<file path="config.mk">
export PLATFORM = sky130hd
export DESIGN_NAME = lzc_scan
export DESIGN_NICKNAME = d
export VERILOG_FILES = /design/src/rtl/lzc_pkg.sv /design/src/rtl/lzc_chunk_enc.sv /design/src/rtl/lzc_scan.sv
export SDC_FILE = /design/constraint.sdc
export NUM_CORES = 1
export LEC_CHECK = 0
export CAP_MARGIN = 15
export CORE_UTILIZATION = 43
export CTS_CLUSTER_DIAMETER = 120
export CTS_CLUSTER_SIZE = 14
export DETAILED_ROUTE_END_ITERATION = 7
export GPL_TIMING_DRIVEN = 0
export PLACE_DENSITY = 0.81
export SYNTH_ARGS = -nofsm -noshare
export SYNTH_HDL_FRONTEND = slang
export SYNTH_SLANG_ARGS = --single-unit
</file>
<file path="constraint.sdc">
create_clock -name clk -period 1.86 [get_ports clk]
set_input_delay 0.372 -clock clk [delete_from_list [all_inputs] [get_ports clk]]
set_output_delay 0.372 -clock clk [all_outputs]
set_load 0.01 [all_outputs]
</file>
<file path="src/rtl/lzc_pkg.sv">
// Shared types and constants for the sequential leading/trailing bit counter.
// Mode encodings, scan FSM states and the result-width helper.
package lzc_pkg;

   localparam logic [1:0] MODE_LZ = 2'd0;
   localparam logic [1:0] MODE_LO = 2'd1;
   localparam logic [1:0] MODE_TZ = 2'd2;
   localparam logic [1:0] MODE_TO = 2'd3;

   typedef enum logic {
      IDLE,
      SCAN
   } state_t;

   function automatic int cnt_width(input int w);
      return $clog2(w + 1);
   endfunction

endpackage

</file>
<file path="src/rtl/lzc_chunk_enc.sv">
// Combinational priority encoder for one chunk of the scan register.
// Reports whether any bit is set and how many leading zeros precede it.
module lzc_chunk_enc #(
   parameter  int CHUNK = 4,
   localparam int LZ_W  = $clog2(CHUNK + 1)
) (
   input  logic [CHUNK-1:0] bits,
   output logic             any_one,
   output logic [LZ_W-1:0]  lz
);

   // Highest set bit wins because it is visited last
   always_comb begin
      any_one = |bits;
      lz      = LZ_W'(CHUNK);
      for (int k = 0; k < CHUNK; k++) begin
         if (bits[k]) lz = LZ_W'(CHUNK - 1 - k);
      end
   end

endmodule

</file>
<file path="src/rtl/lzc_scan.sv">
// Multi-mode sequential leading/trailing zero/one counter.
// Operand is normalised once, then scanned CHUNK bits per cycle from the top.
module lzc_scan
   import lzc_pkg::*;
#(
   parameter  int WIDTH = 64,
   parameter  int CHUNK = 4,
   localparam int CNT_W = cnt_width(WIDTH)
) (
   input  logic             clk,
   input  logic             rst,
   input  logic             start,
   input  logic             abort,
   input  logic [1:0]       mode,
   input  logic [WIDTH-1:0] data_in,
   output logic [CNT_W-1:0] count,
   output logic             all_match,
   output logic             busy,
   output logic             done
);

   localparam int NCHUNK = WIDTH / CHUNK;
   localparam int IDX_W  = (NCHUNK > 1) ? $clog2(NCHUNK) : 1;
   localparam int LZ_W   = $clog2(CHUNK + 1);

   state_t           state_q;
   state_t           state_d;
   logic [WIDTH-1:0] scan_q;
   logic [WIDTH-1:0] norm;
   logic [CNT_W-1:0] acc_q;
   logic [IDX_W-1:0] idx_q;
   logic             any_one;
   logic [LZ_W-1:0]  chunk_lz;
   logic             last;
   logic             accept;
   logic             step;
   logic             hit;
   logic             exhaust;

   lzc_chunk_enc #(.CHUNK(CHUNK)) u_enc (
      .bits    (scan_q[WIDTH-1 -: CHUNK]),
      .any_one (any_one),
      .lz      (chunk_lz)
   );

   assign last = (idx_q == IDX_W'(NCHUNK - 1));
   assign busy = (state_q == SCAN);

   // Reverse for trailing modes, invert for ones modes
   always_comb begin
      norm = data_in;
      if (mode == MODE_TZ || mode == MODE_TO) begin
         for (int k = 0; k < WIDTH; k++) norm[k] = data_in[WIDTH-1-k];
      end
      if (mode == MODE_LO || mode == MODE_TO) norm = ~norm;
   end

   // State register
   always_ff @(posedge clk) begin
      if (rst) state_q <= IDLE;
      else     state_q <= state_d;
   end

   // Next state and per-cycle scan decision; abort beats completion
   always_comb begin
      state_d = state_q;
      accept  = 1'b0;
      step    = 1'b0;
      hit     = 1'b0;
      exhaust = 1'b0;
      unique case (state_q)
         IDLE: begin
            if (start && !abort) begin
               accept  = 1'b1;
               state_d = SCAN;
            end
         end
         SCAN: begin
            if (abort) begin
               state_d = IDLE;
            end else if (any_one) begin
               hit     = 1'b1;
               state_d = IDLE;
            end else if (last) begin
               exhaust = 1'b1;
               state_d = IDLE;
            end else begin
               step = 1'b1;
            end
         end
         default: state_d = IDLE;
      endcase
   end

   // Scan shifter, accumulator, chunk index and result registers
   always_ff @(posedge clk) begin
      if (rst) begin
         scan_q    <= '0;
         acc_q     <= '0;
         idx_q     <= '0;
         count     <= '0;
         all_match <= 1'b0;
         done      <= 1'b0;
      end else begin
         done <= hit | exhaust;
         if (accept) begin
            scan_q <= norm;
            acc_q  <= '0;
            idx_q  <= '0;
         end else if (step) begin
            scan_q <= scan_q << CHUNK;
            acc_q  <= acc_q + CNT_W'(CHUNK);
            idx_q  <= idx_q + 1'b1;
         end
         if (hit) begin
            count     <= acc_q + CNT_W'(chunk_lz);
            all_match <= 1'b0;
         end else if (exhaust) begin
            count     <= CNT_W'(WIDTH);
            all_match <= 1'b1;
         end
      end
   end

endmodule

</file>
==> results of run 1 <==
==> cell usage after synthesis (all sizes together), types with 4 or more instances <==
library cell	count
mux2i	120
dfxtp	83
xnor2	70
nand2	69
o21ai	61
buf	21
clkbuf	17
a21oi	15
nor2	15
nand3	10
a22o	5
ha	4
xor2	4
==> worst paths after layout <==
kind	end
setup / recovery	scan_q[56]
setup reg to reg	scan_q[56]
hold / removal	count[3]
hold reg to reg	count[3]
==> cells in the final DEF (no fill, tap or decap), types with 6 or more instances in the layout <==
master | netlist | layout
clkbuf_8 | 0 | 9
o21ai_0 | 32 | 31
xnor2_1 | 70 | 69
nor2_1 | 15 | 14
buf_2 | 12 | 8
a21oi_1 | 15 | 15
mux2i_1 | 120 | 118
buf_4 | 0 | 11
clkdlybuf4s50_1 | 0 | 76
nand2_1 | 69 | 69
nand3_1 | 9 | 7
o21ai_1 | 29 | 30
dfxtp_1 | 83 | 80
clkbuf_2 | 0 | 8
buf_1 | 6 | 6
==> state kept, by name, indices dropped and copies added (netlist names) <==
signal,flops
count,7
idx_q,4
done,1
acc_q,5
scan_q,64
busy,1
all_match,1
==> metal layers <==
| layer | vias up | track usage | part of all wire |
|---|---|---|---|
| met5 | - | 0 | 0 |
| met4 | 0 | 0.0804 | 0.026 |
| met3 | 29 | 0.0368 | 0.053 |
| met1 | 1846 | 0.262 | 0.44 |
| li1 | 1960 | - | - |
| met2 | 149 | 0.388 | 0.49 |
==> where the power goes <==
part           total (mW)  internal [mW]  switching, mW
Combinational       0.922          0.479          0.443
Sequential           1.94           1.87         0.0653
Clock                1.35          0.741          0.613
Total                4.21           3.09           1.12
==> per-stage QoR <==
step / hold WS [ps] / TNS, ps / instances
2_1_floorplan: 443 / 0 / 513
3_3_place_gp: 460 / -46520 / 726
3_5_place_dp: 467 / -48920 / 726
4_1_cts: 485 / -39.4 / 749
5_1_grt: 496 / -686 / 751
6_report: 480 / -73.2 / 751
==> cell families after synthesis <==
family	after synthesis
XOR/XNOR	74
AND/OR/NAND/NOR	109
multiplexers	120
flip-flops	83
adder cells (fa/ha/maj)	4
buffers and inverters	40
AO/OA/AOI/OAI	83
==> what timing repair did <==
| item | in CTS | in global routing |
|---|---|---|
| setup buffers | 9 | 1 |
| pin swaps | 4 | 11 |
| gates cloned | 0 | 2 |
| gates resized for setup | 43 | 30 |
| setup endpoints to repair | 75 | 76 |
==> area by class of cell <==
cell class | instances | area [sq um]
well taps | 136 | 170
clock inverters | 3 | 65.1
inverters | 2 | 20.0
multi-input cells | 390 | 2930
flip-flops and latches | 83 | 1670
plain buffers | 37 | 251
repair buffers | 89 | 936
fillers | 892 | 4280
clock buffers | 11 | 131
==> qor.yml, run 1 <==
dieArea_sq_um: 11300
total_power_mw: 4.21
dr.first_iter.drc_count: 174
routed_via_density: 5.30
rsz0062_at_grt: "yes"
io_buffers: 77
clk_latency_ps: 350
crit_path_end_kind: "flip-flop"
die_x_um: 106
clkSinkCount: 83
wl_per_cell_um: 16.3
cp_slowest_stage_delay_ps: 590
syn2layout_area_growth_pct: 32.0
r2r_cells: 6
skew_ps: 7.14
rr_startpoint: "scan_q[63]"
ff2ff_setup_slack_ps: -70
crit_fanout: 10
core_sq_um: 10500
syn_area_per_cell_sq_um: 9.13
final_hold_viol_count: 0
hold_class: "flip-flop to flip-flop"
yosysSeqAreaShare: 0.355
synth-warning-count: 0
grt_overflow: 0
fmax_mhz: 517
path_class: "flip-flop to flip-flop"
fin_nets: 686
ys.flop_type: "dfxtp_1"
die_height_um: 106
tritoncts.num_buffers: 9
synth_fp_nets: 587
synth.distinct_cells: 31
worstPathArrival_ps: 2170
synthMuxAreaShare: 0.257
htreeDepth: 3
initial_core_util: 0.448
setup_ws_ps: -73.2
yosysTopAreaCellShare: 0.355
grt_max_degree: 13
startpoint: "scan_q[63]"
leakagePower_nw: 2.64
drive_gt1_frac: 0.117
path_cells: "or4_4 > clkinv_8 > nand3_4 > buf_6 > mux2i_1 > o21ai_0"
cts_buffer_depth: 2
cap_violations: 0
setup_viol: 1
period_needed_ps: 1930
clk_pin_slew_ps: 80
critPathSlowestCell: "or4_4"
cts_tree: "built"
outcome: "finished with violations"
first_global_vias: 3993
period_share: 1.04
post-route-util: 0.591
synth.largest_area_cell: "dfxtp_1"
pre_cts_slack_ps: -738
post_synth_xor_area_fraction: 0.138
cts-root-buf: "clkbuf_8"
violations: "setup timing"
synthArstFlopShare: 0
worstSetupStartpointType: "flip-flop"
synth-simple-area-share: 0.105
path_delay_family: "simple AND/OR/NAND/NOR gates"
path_depth: 6
required_ps: 2090
wl_um: 12200
dr.pass1.iters: 5
crit_buf_inv: 2
postCtsHoldBufs: 0
io_pins: 80
synth_area_leaders: "dfxtp_1 35%, mux2i_1 26%, xnor2_1 13%"
ys_ff_latch: 83
slew_viol_final: 0
synthAdderAreaFrac: 0.0107
syn_area_sq_um: 4680
track_usage: 0.218
synth_edf_count: 0
peakVddDrop_uv: 395
hpwl_um: 8850
syn_inst: 513
place_congestion: 0.890
vias: 3984
synth_top_family_by_area: "multiplexers"
cellPowerDensity_nw_per_um2: 682
slew_headroom: 0.522
fin_area_sq_um: 6180
ant_nets: 0
drc: 0
hp-start: "count[3]"
grt_pass1_wl_um: 19300
synth_compound_area_frac: 0.0935
place_area_sq_um: 5630
min_path_cells: 1
antenna_found_initial: 0
row_count: 37
antenna_cells: 0
tightest_slew_ps: 717
(Power assumes the default switching activity.)
==> inputs of run 2 (changes only) <==
- CORE_MARGIN: not set -> 2
==> run 2 against run 1 <==
Net effect:
- the flow still finishes with violations (setup timing)
- final cell count grew 0.80%
- global-route usage is essentially flat
- total power down 0.79%
- design area shrank 1.5%
- critical path depth increased by 1
- combinational power down 0.4%
- clock power barely moved
- first-iteration DRC count up 11%
- non-clock buffer count unchanged
- clock-buffer cell count down 2
- die area increased by 3.8%
==> qor.yml, run 2 (synthesis gave the netlist of run 1 again) <==
vias: 3973  # -0.28%
drc: 0  # unchanged
peakVddDrop_uv: 349  # -12%
setup_ws_ps: -3.64  # +69.6 ps
largest_reg_flops: 64  # unchanged
grt_overflow: 0  # unchanged
die_height_um: 108  # +1.9%
cts-root-buf: "clkbuf_8"
r2r_cells: 7  # +1
io_buffers: 77  # unchanged
dieArea_sq_um: 11700  # +3.8%
clk_pin_slew_ps: 90  # about the same
crit_path_end_kind: "flip-flop"
place_area_sq_um: 5630  # about the same
final_hold_viol_count: 0  # unchanged
post-route-util: 0.567  # -0.0239
rsz0062_at_grt: "yes"
row_count: 38  # +2.7%
tightest_slew_ps: 677  # -40.5 ps
hold_class: "flip-flop to flip-flop"
cellPowerDensity_nw_per_um2: 686  # +0.68%
io_pins: 80  # unchanged
place_congestion: 0.954  # +7.2%
cap_violations: 0  # unchanged
slew_headroom: 0.549  # +0.0270
regMostFlops: "scan_q"
required_ps: 2110  # +20 ps
syn2layout_area_growth_pct: 30.0
crit_fanout: 5  # -5
die_x_um: 108  # +1.9%
fmax_mhz: 537  # +3.7%
dr.pass1.iters: 5  # unchanged
min_path_cells: 1  # unchanged
dp.cells: 730  # +0.55%
grt_max_degree: 16  # +3
violations: "setup timing"
drive_gt1_frac: 0.117  # -0.000379
path_class: "flip-flop to flip-flop"
slew_viol_final: 0  # unchanged
fin_nets: 686  # unchanged
core_sq_um: 10700  # +2.7%
ant_nets: 0  # unchanged
final_common_cell: "mux2i_1"
antenna_cells: 0  # unchanged
clkSinkCount: 83  # unchanged
worstPathArrival_ps: 2110  # -60 ps
rr_startpoint: "scan_q[63]"
clk_latency_ps: 370  # +20 ps
dr.first_iter.drc_count: 193  # +11%
routed_via_density: 5.25  # -1.1%
largest_registers: "scan_q x64, count x7, acc_q x5"
hpwl_um: 9360  # +5.8%
track_usage: 0.218  # -0.000220
cts_tree: "built"
wl_per_cell_um: 16.5  # +1.5%
postCtsHoldBufs: 0  # unchanged
ff2ff_setup_slack_ps: -4  # +70 ps
antenna_found_initial: 0  # unchanged
cts_buffer_depth: 2  # unchanged
whs_ps: 482  # +2.45 ps
fin_area_sq_um: 6090  # -1.5%
htreeDepth: 3  # unchanged
hp-start: "count[2]"
whs_endpoint: "count[2]"
period_share: 1.00  # -0.0374
outcome: "finished with violations"
grt_pass1_wl_um: 19800  # +2.6%
initial_core_util: 0.436  # -0.0118
first_global_vias: 4062  # +1.7%
leakagePower_nw: 2.61  # -1.1%
setup_viol: 2  # +1
wl_um: 12500  # +2.3%
tritoncts.num_buffers: 9  # unchanged
fin_cells: 757  # +0.80%
final_cell_mix: "119 x mux2i_1, 80 x dfxtp_1, 77 x clkdlybuf4s50_1"
skew_ps: 10.9  # +3.79 ps
period_needed_ps: 1860  # -69.6 ps
r2r_end: "scan_q[6]"
finalSetupTns_ps: -4.13  # +69.1 ps
worstSetupStartpointType: "flip-flop"
run 2: how the worst max path moves through the flow:
stage | start | endpoint | slack (ps) | cells after the start
2_1_floorplan | scan_q[63] | count[6] | 4 | 9
3_3_place_gp | abort | scan_q[13] | -720 | 7
3_5_place_dp | abort | scan_q[13] | -780 | 7
4_1_cts | scan_q[60] | count[6] | 5 | 9
5_1_grt | scan_q[63] | count[6] | -40 | 8
6_report | scan_q[63] | scan_q[6] | -4 | 7
run 2: critical path, stage by stage (launching register included):
cell and delay [ps]:
dfxtp_2 340, or4_4 620, clkinv_8 100, nand3_4 120
buf_8 170, buf_12 130, mux2i_1 170, o21ai_1 90
run 2: layer usage:
layer | GRT usage | share of wire | routed length (um)
met4 | 0.0678 | 0.013 | 160
met5 | 0 | 0 | 0
met3 | 0.0410 | 0.063 | 794
met1 | 0.278 | 0.45 | 5580
met2 | 0.373 | 0.48 | 5990
run 2: area by class of cell:
cell class,count,area (sq um)
Clock buffer,9,124
Inverter,2,20.0
Clock inverter,7,75.1
Tap cell,140,175
Sequential cell,83,1670
Buffer,36,218
Fill cell,952,4660
Timing Repair Buffer,90,902
Multi-Input combinational cell,390,2910
run 2: stage by stage:
stage,power [mW],worst slack (ps)
2_1_floorplan,2.49,4.20
3_3_place_gp,2.78,-724
3_5_place_dp,2.81,-777
4_1_cts,4.18,5.30
5_1_grt,4.35,-42.8
6_report,4.18,-3.64
run 2: what timing repair did:
| action | CTS | global route |
|---|---|---|
| endpoints found under the setup margin | 77 | 65 |
| setup buffers | 9 | 3 |
| cloned | 0 | 1 |
| pin swaps | 3 | 6 |
| gates resized for setup | 28 | 29 |
run 2: power breakdown:
part | internal (mW) | switching, mW | total (mW)
sequential | 1.87 | 0.0606 | 1.93
clock | 0.629 | 0.698 | 1.33
combinational | 0.470 | 0.448 | 0.918
